==> config.mk <==
export PLATFORM = sky130hd
export DESIGN_NAME = instruction_fetch
export DESIGN_NICKNAME = d
export VERILOG_FILES = /design/src/rtl/instruction_fetch.sv
export SDC_FILE = /design/constraint.sdc
export NUM_CORES = 1
export LEC_CHECK = 0
export CAP_MARGIN = 10
export CORE_MARGIN = 8
export CORE_UTILIZATION = 30
export CTS_BUF_LIST = sky130_fd_sc_hd__clkbuf_8
export CTS_CLUSTER_SIZE = 8
export DETAILED_ROUTE_END_ITERATION = 8
export HOLD_SLACK_MARGIN = 0.02
export REMOVE_ABC_BUFFERS = 1
export SETUP_SLACK_MARGIN = 0.4
export SYNTH_ARGS = -nofsm -noshare
export SYNTH_HDL_FRONTEND = slang
export SYNTH_SLANG_ARGS = --single-unit
==> constraint.sdc <==
create_clock -name clk -period 6 [get_ports clk]
set_input_delay 1.2 -clock clk [delete_from_list [all_inputs] [get_ports clk]]
set_output_delay 1.2 -clock clk [all_outputs]
set_load 0.01 [all_outputs]
==> src/rtl/instruction_fetch.sv <==
// instruction_fetch: PC register and IF/ID capture with stall, redirect bubble and halt.
// Define FETCH_ALIGN_CHECK_EN to add the sticky fetch_misaligned flag that halts fetch on a misaligned PC.
module instruction_fetch #(
  parameter logic [31:0] RESET_PC = 32'h0000_0000,
  parameter logic [31:0] PC_STEP  = 32'd4
) (
  input  logic        clk,
  input  logic        reset_n,
  output logic [31:0] instruction_address,
  input  logic [31:0] instruction,
  input  logic        stall,
  input  logic        redirect_valid,
  input  logic [31:0] redirect_target,
  input  logic        halt_req,
  output logic        ifid_valid,
  output logic [31:0] ifid_instruction,
  output logic [31:0] ifid_pc,
  output logic [31:0] ifid_pc_plus4,
`ifdef FETCH_ALIGN_CHECK_EN
  output logic        fetch_misaligned,
`endif
  output logic [1:0]  fetch_state
);
  typedef enum logic [1:0] {BOOT = 2'b00, RUN = 2'b01, HALTED = 2'b10} state_e;
  state_e      state_q;
  logic [31:0] pc_q, pc_step_d, ifid_ins_q, ifid_pc_q, ifid_pc4_q;
  logic        ifid_valid_q;
`ifdef FETCH_ALIGN_CHECK_EN
  logic        misaligned_q;
  assign fetch_misaligned = misaligned_q;
`endif
  assign pc_step_d           = pc_q + PC_STEP;
  assign instruction_address = pc_q;
  assign ifid_valid          = ifid_valid_q;
  assign ifid_instruction    = ifid_ins_q;
  assign ifid_pc             = ifid_pc_q;
  assign ifid_pc_plus4       = ifid_pc4_q;
  assign fetch_state         = state_q;
  always_ff @(posedge clk or negedge reset_n) begin
    if (!reset_n) begin
      state_q      <= BOOT;
      pc_q         <= RESET_PC;
      ifid_valid_q <= 1'b0;
      ifid_ins_q   <= '0;
      ifid_pc_q    <= '0;
      ifid_pc4_q   <= '0;
`ifdef FETCH_ALIGN_CHECK_EN
      misaligned_q <= 1'b0;
`endif
    end else begin
      case (state_q)
        BOOT: state_q <= RUN;
        RUN: begin
          if (redirect_valid) begin
            pc_q         <= redirect_target;
            ifid_valid_q <= 1'b0;
          end else if (!stall) begin
`ifdef FETCH_ALIGN_CHECK_EN
            if (misaligned_q || pc_q[1:0] != 2'b00) begin
              misaligned_q <= 1'b1;
              ifid_valid_q <= 1'b0;
              state_q      <= HALTED;
            end else
`endif
            begin
              ifid_ins_q   <= instruction;
              ifid_pc_q    <= pc_q;
              ifid_pc4_q   <= pc_step_d;
              ifid_valid_q <= 1'b1;
              if (halt_req) state_q <= HALTED;
              else pc_q <= pc_step_d;
            end
          end
        end
        HALTED: begin
          // a stalled decode keeps the last captured instruction until it drains
          if (redirect_valid) begin
            pc_q         <= redirect_target;
            state_q      <= RUN;
            ifid_valid_q <= 1'b0;
          end else if (!stall) ifid_valid_q <= 1'b0;
        end
        default: state_q <= BOOT;
      endcase
    end
  end
endmodule

### Yosys cells after proc, flatten, opt, wreduce, memory -nomap -nowiden

Cells that the tools add are included.

* input bits: 69
* bits in registers: 131

* muxes and demuxes: 15
* add/subtract/negate cells: 1
* equal/unequal tests: 9
* bitwise operators: 2
* reduce and logical (&&, ||, !) cells: 6

Operators by type and width (count)
* 2-to-1 mux 32 bit: 4
* case mux 32 bit (2 select lines): 1
* adder 32 x 3 -> 32 bit (second input constant): 1
* != test 3 bit (second input constant): 3
* 2-to-1 mux 2 bit: 4
* != test 2 bit (second input constant): 4
* AND reduction 4 bit: 2
* case mux 2 bit (3 select lines): 1
* AND reduction 3 bit: 2
* 2-to-1 mux 1 bit: 4
* equality test 2 x 1 -> 1 bit (second input constant): 1
* equality test 2 bit (second input constant): 1
* logical NOT 2 bit: 1
* NOT 1 bit: 2
* case mux 1 bit (2 select lines): 1
* nonzero test 2 bit: 1

### Longest topological paths before layout

* depth in word-level cells: 5
* gate-level depth with buffers: 9

### Worst setup path after synthesis

Ideal clock, no wire load.

* path type: input-to-reg
* start: input port redirect_valid
* end: register pc_q[26] (netlist: instruction_address[26])
* data arrival time: 2552 ps
* path slack: 3304 ps
* path buffers: 3
* stages on the path: 7
* data required time: 5855 ps
* path through: clkbuf_1 -> o21ba_2 -> or2_2 -> clkbuf_1 -> clkbuf_1 -> a32oi_1 -> o211ai_1

* cells in the longest elaborated chain, start to end: 2
* elaborated cells between the ends (all ways): 6
* classes of those cells: 3 x eq/ne; 2 x mux; 1 x reduce/logical

RTL lines
* start: declaration: RTL line 12 `input logic redirect_valid,`
* != test 3 bit (no line), or another cell as far along
* AND reduction 4 bit (no line) / case mux 32 bit (2 select lines) (equally long branches)
* end signal: assignment: RTL line 55 `pc_q <= redirect_target;`
* end signal: assignment: RTL line 71 `else pc_q <= pc_step_d;`
* end signal: assignment: RTL line 78 `pc_q <= redirect_target;`
* end: declaration: RTL line 26 `logic [31:0] pc_q, pc_step_d, ifid_ins_q, ifid_pc_q, ifid_pc4_q;`

Parallel ways exist; a longest one is shown, timed or not.
A chain may end at the register's enable or synchronous reset.

### Final worst setup path

* start: input port redirect_valid
* end: register ifid_pc4_q[14] (netlist: ifid_pc_plus4[14])

* cells in the longest elaborated chain, start to end: 2

RTL lines
* NOT 1 bit (no line)
* AND reduction 3 bit (no line)
* end signal: assignment: RTL line 68 `ifid_pc4_q <= pc_step_d;`
* end: declaration: RTL line 26

No other way between the ends.

==> impl_metrics.yaml <==
clock_network:
  cts_htree_levels: 4
  cts_tree: "yes"
  root_buffer: "clkbuf_8"
  cts_max_path_buffers: 2
  clk_pin_slew_ns: 0.07
  cts_hold_buf: 0
  worstSkewPairLatency_ns: 0.44
  postCtsSetupBuffers: 0
  cts_resized: 0
  numCtsBuffers: 17
  cts.sinks: 129
outcome:
  status: "finished, final reports clean"
worst_setup_path:
  r2r_end: "ifid_pc_plus4[27]$_DFFE_PN0P_"
  rrSetupSlack_ns: 3.33
  critPathMaxFanout: 65
  critical_path_class: "input port to register"
  rr_worst_depth: 4
  endpoint_kind: "register"
  r2r_start: "instruction_address[4]$_DFFE_PN0P_"
  crit_chain: "clkdlybuf4s50_1 -> buf_4 -> or3b_4 -> buf_4 -> nor2_1 -> mux2i_1 -> nand2_1"
  worstSetupStartpointType: "input port"
  crit_cells: 7
  cp_common_cell: "buf_4"
  startpoint: "redirect_valid"
  arrival_ns: 3.52
  max_stage_delay_ns: 0.69
  slowest_stage: "or3b_4"
  crit_family: "buffers and inverters"
  cp_num_buf_inv: 3
  cp.required_ns: 6.34
layout:
  fillers: 2108
  area_delta_synth_final_pct: 39.36
  layout-drive-gt1-share_pct: 6.027
  postLayoutCellArea_mm2: 0.008820
  layout.nets: 959
  finalCoreUtilization_pct: 42.22
  diodes: 0
synthesis:
  ys_ff_latch: 129
  synth_area_leaders: "dfrtp_1 51%, nand2_1 13%, clkbuf_1 3.0%"
  ys_seq_area_share_pct: 51.01
  yosysWarnings: 0
  synth-edff-count: 0
  synth_top_area_cell: "dfrtp_1"
  yosysTopAreaCellShare_pct: 51.01
  synthesis.area_mm2: 0.006329
  avgSynthCellArea_um2: 8.729
  synthCells: 725
  synthArstFlopShare_pct: 100.0
  ys_types: 54
  synth-main-ff-cell: "dfrtp_1"
routing:
  via_count: 5785
  wl_per_cell_um: 17.91
  drtAntennaViolNets: 0
  drt-initial-drc-count: 513
  drt_first_pass_iters: 5
  drc: 0
  via_per_inst: 4.940
  totalWireLength_um: 20980
hold_path:
  min_path_cells: 2
  worstHoldEndpoint: "ifid_instruction[30]$_DFFE_PN0P_"
  hp-class: "register to register"
  hp-start: "ifid_instruction[30]$_DFFE_PN0P_"
floorplan:
  initial_utilization_pct: 30.30
  die_w_um: 161.2
  rows: 53
  ios: 200
  core-area_mm2: 0.02089
  dieArea_mm2: 0.02600
  die_y_um: 161.2
placed_design:
  port_buffers: 199
  place.gp.congestion: 0.7842
  hpwl_um: 14400
  placed_area_mm2: 0.008466
sta:
  layout_min_cycle_time_ns: 3.182
  final.setup_skew_ns: 0.01303
  setup_viol: 0
  drv_slew: 0
  rsz0062_at_grt: "false"
  min_period_over_period_pct: 53.03
  tightest_slew_ns: 1.001
  max_slew_margin_pct: 32.72
  hold_viol_final: 0
  max_freq_mhz: 314.3
global_route:
  grtUsageTotal_pct: 16.28
  grt-ovfl-total: 0
  grt_pass1_wl_um: 33460
  grt_max_degree: 83
  antenna_found_initial: 0
  grt_pass1_vias: 5740
run:
  max_cap_violations: 0
power_and_ir_drop:
  total_power_uw: 4641
  cellLeakagePower_uw: 0.003737
  ir_drop_uv: 217.7
  powerDensity_mw_per_mm2: 526.2
worst reg2reg max path: cells and delay by family (launching register included):
kind | cells | cell delay, ns
and+or+nand+nor | 3 | 1.81
DFF | 1 | 0.60
AOI/OAI and AO/OA | 1 | 0.18
through the flow:
step / worst slack [ns] / cells / setup TNS (ns) / hold slack [ns]
after global routing: 2.552 / 1171 / 0 / 0.4950
after floorplan: -0.4478 / 659 / -9.074 / 0.5070
final: 2.818 / 1171 / 0 / 0.4757
after CTS: 2.821 / 1171 / 0 / 0.4814
after global placement: 2.331 / 1142 / 0 / 0.4566
after detailed placement: 2.336 / 1142 / 0 / 0.4626
cells in the mapped netlist (4+ instances only):
master	count
a31oi_1	15
and2_1	4
o21ai_0	32
and3_1	4
nor3_1	6
o211ai_1	11
nor4_1	8
a211o_1	4
dfrtp_1	129
or3_1	10
a21oi_1	16
buf_4	5
nand3_1	22
inv_1	11
clkbuf_1	50
a32oi_1	16
o22ai_1	8
nand4_1	22
xor2_1	7
nor2_1	32
xnor2_1	4
or4_1	10
nand2_1	226
a2bb2oi_1	8
ha_1	4
buf_2	8
o31ai_1	5
and4_1	4
flip-flops by register name, summed over array words and instances, names as in the netlist:
name / cells
ifid_instruction: 32
ifid_pc: 32
instruction_address: 32
fetch_state: 2
ifid_pc_plus4: 30
ifid_valid: 1
how the worst max path moves through the flow:
stage                                    end  slack [ns]
2_1_floorplan  ifid_pc_plus4[16]$_DFFE_PN0P_       -0.45
3_3_place_gp   ifid_pc_plus4[14]$_DFFE_PN0P_        2.33
3_5_place_dp   ifid_pc_plus4[14]$_DFFE_PN0P_        2.34
4_1_cts        ifid_pc_plus4[14]$_DFFE_PN0P_        2.82
5_1_grt        ifid_pc_plus4[14]$_DFFE_PN0P_        2.55
6_report       ifid_pc_plus4[14]$_DFFE_PN0P_        2.82
where the power goes:
| part | internal (uW) | switching (uW) | leakage, uW |
|---|---|---|---|
| clock network | 359 | 338 | 0.000192 |
| registers | 1280 | 427 | 0.00152 |
| logic | 1150 | 1090 | 0.00202 |
cell families after synthesis:
| family | count (synthesis) | share of synthesized area [%] |
|---|---|---|
| fa+ha+maj | 4 | 0.7909 |
| xor+xnor | 11 | 1.522 |
| mux | 5 | 0.8304 |
| flops | 129 | 51.01 |
| compound gates | 132 | 14.18 |
| simple gates | 367 | 26.59 |
| buf+inv | 77 | 5.081 |
cell usage in the layout (no fill, tap or decap), types with 13 or more instances in the layout:
| master | instances |
|---|---|
| a31oi_1 | 15 |
| clkbuf_8 | 21 |
| o21ai_0 | 32 |
| nand3_1 | 22 |
| inv_1 | 13 |
| a32oi_1 | 16 |
| clkdlybuf4s50_1 | 198 |
| nor2_1 | 30 |
| a21oi_1 | 16 |
| nand4_1 | 22 |
| dfrtp_1 | 129 |
| nand2_1 | 226 |
final cells by class:
type	count	area [um2]	share of cell area [%]
inverter	11	41.29	0.4682
tap	275	344.1	3.901
clock buffer	21	289.0	3.277
clock inverter	8	65.06	0.7377
sequential	129	3228	36.60
timing repair buffer	208	2061	23.37
multi-input combinational	519	2791	31.65
per-layer routing:
metal | GRT usage, % | vias up | share of wire [%] | wire, um
met1 | 22.17 | 2743 | 47 | 9758
met4 | 4.125 | 0 | 1.2 | 254
met2 | 24.56 | 174 | 45 | 9530
met3 | 5.192 | 19 | 6.8 | 1432
met5 | 0 | - | 0 | 0
li1 | - | 2849 | - | -
Power figures use the tool's default switching activity.
==> RTL edit 1 (config.mk and constraints unchanged) <==
Build with the macro `FETCH_ALIGN_CHECK_EN` defined.
--- a/src/rtl/instruction_fetch.sv
+++ b/src/rtl/instruction_fetch.sv
@@ -1,5 +1,7 @@
 // instruction_fetch: PC register and IF/ID capture with stall, redirect bubble and halt.
 // Define FETCH_ALIGN_CHECK_EN to add the sticky fetch_misaligned flag that halts fetch on a misaligned PC.
+`define FETCH_ALIGN_CHECK_EN
+
 module instruction_fetch #(
   parameter logic [31:0] RESET_PC = 32'h0000_0000,
   parameter logic [31:0] PC_STEP  = 32'd4
Behaviour (old outputs only; new: fetch_misaligned): not the same (a bounded check fails within 4 cycles, from zero or initial values and one cycle with reset_n low).
==> RTL edit 1 against the unedited design <==
- clock skew about the same
- sequential power down 6%
- non-clock buffer count down 5
- utilization up 1.1 points
- routed wire length down 11%
- worst setup slack worse by 250 ps
- fmax down 7.4%
- synthesized area down 3.9%
- cell area down 1.7%
- largest power group unchanged
- sequential cell count up 1
- die area down 3.5%
- register-to-register slack better by 40 ps
- power down 7.9%
==> RTL edit 1: results (changes against the unedited design) <==
- Status: finished, final reports clean
- VDD IR-drop max: 0.2394 mV (+10%)
- Wire length per cell: 18.46 um (+3.0%)
- Clock Skew: 12.94 ps (-0.09250 ps)
- Sequential cell area fraction in the yosys report: 53.49% (+2.5 points)
- Ratio of cells with drive above 1 in the final layout: 15.25% (+9.2 points)
- Synth top area cells: dfrtp_1, mux2_2, o21ai_0, nand2_1, xnor2_1
- Nets: 801 (-16%)
- Yosys cell types: 57 (+5.6%)
- Length in cells of the worst reg-to-reg path: 6 (+2)
- Vias in the first global route: 5202 (-9.4%)
- Vias per inst: 4.837 (-2.1%)
- CP delay by family, top: simple AND/OR/NAND/NOR gates
- GR Util All Layers: 14.97% (-1.3 points)
- Adder-cell share of the synthesized area: 0.8229% (+0.032 points)
- Synth cell count leaders: dfrtp_1, mux2_2, nand2_1
- Synth area leader: dfrtp_1
- Placed cell areas: 8212 um2 (-3.0%)
- Synth Area in Compound Gates: 12.47% (-1.7 points)
- Hold worst-path end: ifid_pc[24]
- Crit path largest cell delay: 790 ps (+100 ps)
- Syn_area_per_cell: 11.12 um2 (+27%)
- Leak Pwr: 3.571 nW (-4.4%)
- # fillers: 1943 (-7.8%)
- RR Startpoint: fetch_state[0]
- Largest net degree at the start of global routing: 79 (-4.8%)
- Pre-CTS setup slack: 2140 ps (-196.0 ps)
- PortBufs: 200 (+0.50%)
- Critical Path AT: 3760 ps (+240 ps)
- Multiplexer share of the synthesized area: 11.62% (+11 points)
- Worst R2R End: instruction_address[10]
- Final setup TNS: 0 ps (unchanged)
- Multi-input gate area in the final layout: 2545 um2 (-8.8%)
- Non-Filler Instances: 1011 (-14%)
- Slew margin rel.: 33.21% (+0.49 points)
- Hold_ws: 482.7 ps (+6.943 ps)
- Final hold vios: 0 (unchanged)
- Max FO, Critical Path: 78 (+20%)
- RD Place Congestion: 0.8525 (+8.7%)
==> RTL edit 1: report_power, final <==
part	internal, mW	total (mW)	switching [mW]
logic	1.02	1.79	0.774
registers	1.24	1.61	0.378
clock network	0.504	0.864	0.361
==> RTL edit 1: worst max path at each step <==
| stage | endpoint | slack, ps | start | depth (start not counted) |
|---|---|---|---|---|
| finish | ifid_pc[30] | 2560 | redirect_valid | 6 |
| global route | ifid_instruction[19] | 2420 | redirect_valid | 6 |
| CTS | ifid_pc[30] | 2630 | redirect_valid | 6 |
| floorplan | ifid_instruction[0] | 1870 | redirect_valid | 4 |
| detailed placement | ifid_pc[30] | 2140 | redirect_valid | 6 |
| global placement | ifid_pc[30] | 2200 | redirect_valid | 6 |
==> RTL edit 1: final cells by class <==
class                           instances  share of cell area, %
Tap cell                              270                  3.896
Multi-Input combinational cell        366                  29.35
Clock buffer                           18                  2.857
Inverter                               10                 0.4328
Sequential cell                       130                  37.51
Clock inverter                         14                  2.453
Timing Repair Buffer                  203                  23.50
==> RTL edit 1: tightest hold or removal path: stages, from the launching register on <==
cell	delay [ps]
dfrtp_1	340
nand2_1	50
o21ai_0	60
==> RTL edit 1: metal layers <==
layer	track usage [%]	vias up	routed length (um)
met5	0	-	0
met4	3.817	0	140
met3	6.379	9	1849
met2	24.19	169	8710
met1	18.05	2407	7960
li1	-	2305	-
==> RTL edit 1: logic make-up (layout without fill, tap and decap cells) <==
group	after synthesis	in the layout
adders and majority gates	4	4
DFF	130	130
buffers and inverters	51	245
muxes	63	63
and+or+nand+nor	153	153
xor gates and xnor gates	28	28
AOI/OAI and AO/OA	118	118
==> RTL edit 2 (same flow settings) <==
Without the edit above. Add an input register stage for `redirect_target`; this delays it by one clock. The other inputs are not delayed to match.
--- a/src/rtl/instruction_fetch.sv
+++ b/src/rtl/instruction_fetch.sv
@@ -22,6 +22,13 @@
   output logic [1:0]  fetch_state
 );
   typedef enum logic [1:0] {BOOT = 2'b00, RUN = 2'b01, HALTED = 2'b10} state_e;
+
+  logic [31:0] redirect_target_q;
+
+  always_ff @(posedge clk) begin
+    redirect_target_q <= redirect_target;
+  end
+
   state_e      state_q;
   logic [31:0] pc_q, pc_step_d, ifid_ins_q, ifid_pc_q, ifid_pc4_q;
   logic        ifid_valid_q;
@@ -52,7 +59,7 @@
         BOOT: state_q <= RUN;
         RUN: begin
           if (redirect_valid) begin
-            pc_q         <= redirect_target;
+            pc_q         <= redirect_target_q;
             ifid_valid_q <= 1'b0;
           end else if (!stall) begin
 `ifdef FETCH_ALIGN_CHECK_EN
@@ -75,7 +82,7 @@
         HALTED: begin
           // a stalled decode keeps the last captured instruction until it drains
           if (redirect_valid) begin
-            pc_q         <= redirect_target;
+            pc_q         <= redirect_target_q;
             state_q      <= RUN;
             ifid_valid_q <= 1'b0;
           end else if (!stall) ifid_valid_q <= 1'b0;
Function: changed (a bounded check fails within 4 cycles, from zero or initial values and one cycle with reset_n low).
==> RTL edit 2 against the unedited design <==
- routed wire length is 6.2% lower
- clock skew about the same
- clock power up 18%
- power is 4.0% higher
- worst setup slack better by 15 ps
- cell area grew 4.2%
- global-route usage fell by 1.9 points
- synthesized area is 4.4% higher
- sequential cell count up 32
- largest power group unchanged
- final cell count decreased by 0.34%
==> RTL edit 2: results (changes against the unedited design) <==
- Largest net degree at the start of global routing: 84 (+1.2%)
- Inverter count: 6 (-5)
- Final HPWL DP: 13090 um (-9.1%)
- Final Core Density: 42.36% (+0.13 points)
- Total iterations of the first detailed-routing run: 4 (-1)
- Clock Skew: 13.02 ps (-0.01650 ps)
- Reg clk slew, reported paths: 90 ps (+20 ps)
- Length in cells of the worst reg-to-reg path: 6 (+2)
- Yosys cell types: 46 (-15%)
- Clk tree area frac: 4.331% (+0.32 points)
- Combinational Power: 2.09 mW (-6%)
- Min-delay src: redirect_target_q[2]
- Sequential cell area fraction in the yosys report: 58.56% (+7.6 points)
- Internal: 3.021 mW (+8.4%)
- Global-route wire length before repair: 30500 um (-8.8%)
- Clock root cell: clkbuf_8
- Wire length per cell: 16.86 um (-5.9%)
- Multi-input gate count: 483 (-6.9%)
- Leak Pwr: 4.029 nW (+7.8%)
- Non-clk bufs: 205 (-1.4%)
- Multi-input combinational area share: 27.31% (-4.3 points)
- Synth top area cells: dfrtp_1, nand2_1, dfxtp_1, o21ai_0, xor2_1
- Clk_lat worst skew: 440 ps (about the same)
- Design Power: 4.827 mW (+4.0%)
- Clock buffer cells: 18 (-14%)
- Vias per inst: 4.638 (-6.1%)
- Status: finished, final reports clean
- Nets: 947 (-1.3%)
- Final setup TNS: 0 ps (unchanged)
- Synth Instances: 705 (-2.8%)
- Worst R2R End: instruction_address[31]
- Ratio of cells with drive above 1 in the final layout: 5.750% (-0.28 points)
- Post-CTS setup buffer count: 0 (unchanged)
- Synth cell count leaders: nand2_1, dfrtp_1, o21ai_0
- Yosys Warn Count: 0 (unchanged)
- Layout non-clock buf frac: 22.19% (-1.2 points)
- Initial antenna violation count: 2 (+2)
- Starting DRT DRC Count: 397 (-23%)
- Vias in the first global route: 5355 (-6.7%)
- # fillers: 2117 (+0.43%)
- VDD IR-drop max: 0.2143 mV (-1.6%)
- Dpl cells: 1135 (-0.61%)
- P_seq: 1.91 mW (+12%)
- Post-synth ARST share: 80.12% (-20 points)
- CTS sink count: 161 (+25%)
- Register Area: 3869 um2 (+20%)
- GR Util All Layers: 14.43% (-1.9 points)
- Max FO, Critical Path: 72 (+11%)
- Pre-CTS setup slack: 2318 ps (-17.98 ps)
- Hold worst-path end: instruction_address[2]
- Tightest Pin Transition: 985.6 ps (-15.28 ps)
- R2r setup slk: 3460 ps (+130 ps)
- Placed cell areas: 8788 um2 (+3.8%)
- RD Place Congestion: 0.7649 (-2.5%)
- Routed wire length: 19670 um (-6.2%)
- CTS resizes: 0 (unchanged)
- Synthesized area: 6606 um2 (+4.4%)
- RR Startpoint: fetch_state[0]
- Hold_ws: 445.4 ps (-30.33 ps)
- Critical Path AT: 3460 ps (-60 ps)
## RTL edit 2: changes by cell type after synthesis, moves of 11 or more
cell | before | now
a21oi_1 | 16 | 28
a32oi_1 | 16 | 1
clkbuf_1 | 50 | 33
dfxtp_1 | 0 | 32
nand2_1 | 226 | 252
nand4_1 | 22 | 9
nor2_1 | 32 | 20
o21ai_0 | 32 | 43
xor2_1 | 7 | 20
## RTL edit 2: critical path, stage by stage
cell	delay, ps
clkdlybuf4s50_1	730
nor2_1	170
nand2_4	440
buf_4	650
o21ai_0	210
## RTL edit 2: layer usage
layer	global-route usage (%)	share of wire, %	wire, um	up-vias
li1	-	-	-	2680
met1	18.35	45	8856	2553
met2	22.15	44	8742	156
met3	6.007	9.2	1814	19
met4	4.136	1.2	235	4
met5	0	0.12	23	-
## RTL edit 2: worst max path at each step
stage / startpoint / slack [ps] / to
global placement: redirect_valid / 2390 / ifid_pc_plus4[14]
finish: redirect_valid / 2830 / ifid_pc_plus4[5]
global route: redirect_valid / 2640 / ifid_pc_plus4[28]
detailed placement: redirect_valid / 2320 / ifid_pc_plus4[5]
floorplan: redirect_valid / 1060 / ifid_pc_plus4[27]
CTS: redirect_valid / 2830 / ifid_pc_plus4[26]
## RTL edit 2: logic make-up (layout without fill, tap and decap cells)
| logic type | after synthesis | in the layout | share of synthesized area (%) |
|---|---|---|---|
| flip-flops | 161 | 161 | 58.56 |
| AO/OA/AOI/OAI | 122 | 122 | 11.38 |
| AND/OR/NAND/NOR | 328 | 328 | 21.40 |
| buffers and inverters | 61 | 243 | 3.977 |
| multiplexers | 2 | 2 | 0.3409 |
| XOR/XNOR | 27 | 27 | 3.580 |
| adder cells (fa/ha/maj) | 4 | 4 | 0.7576 |
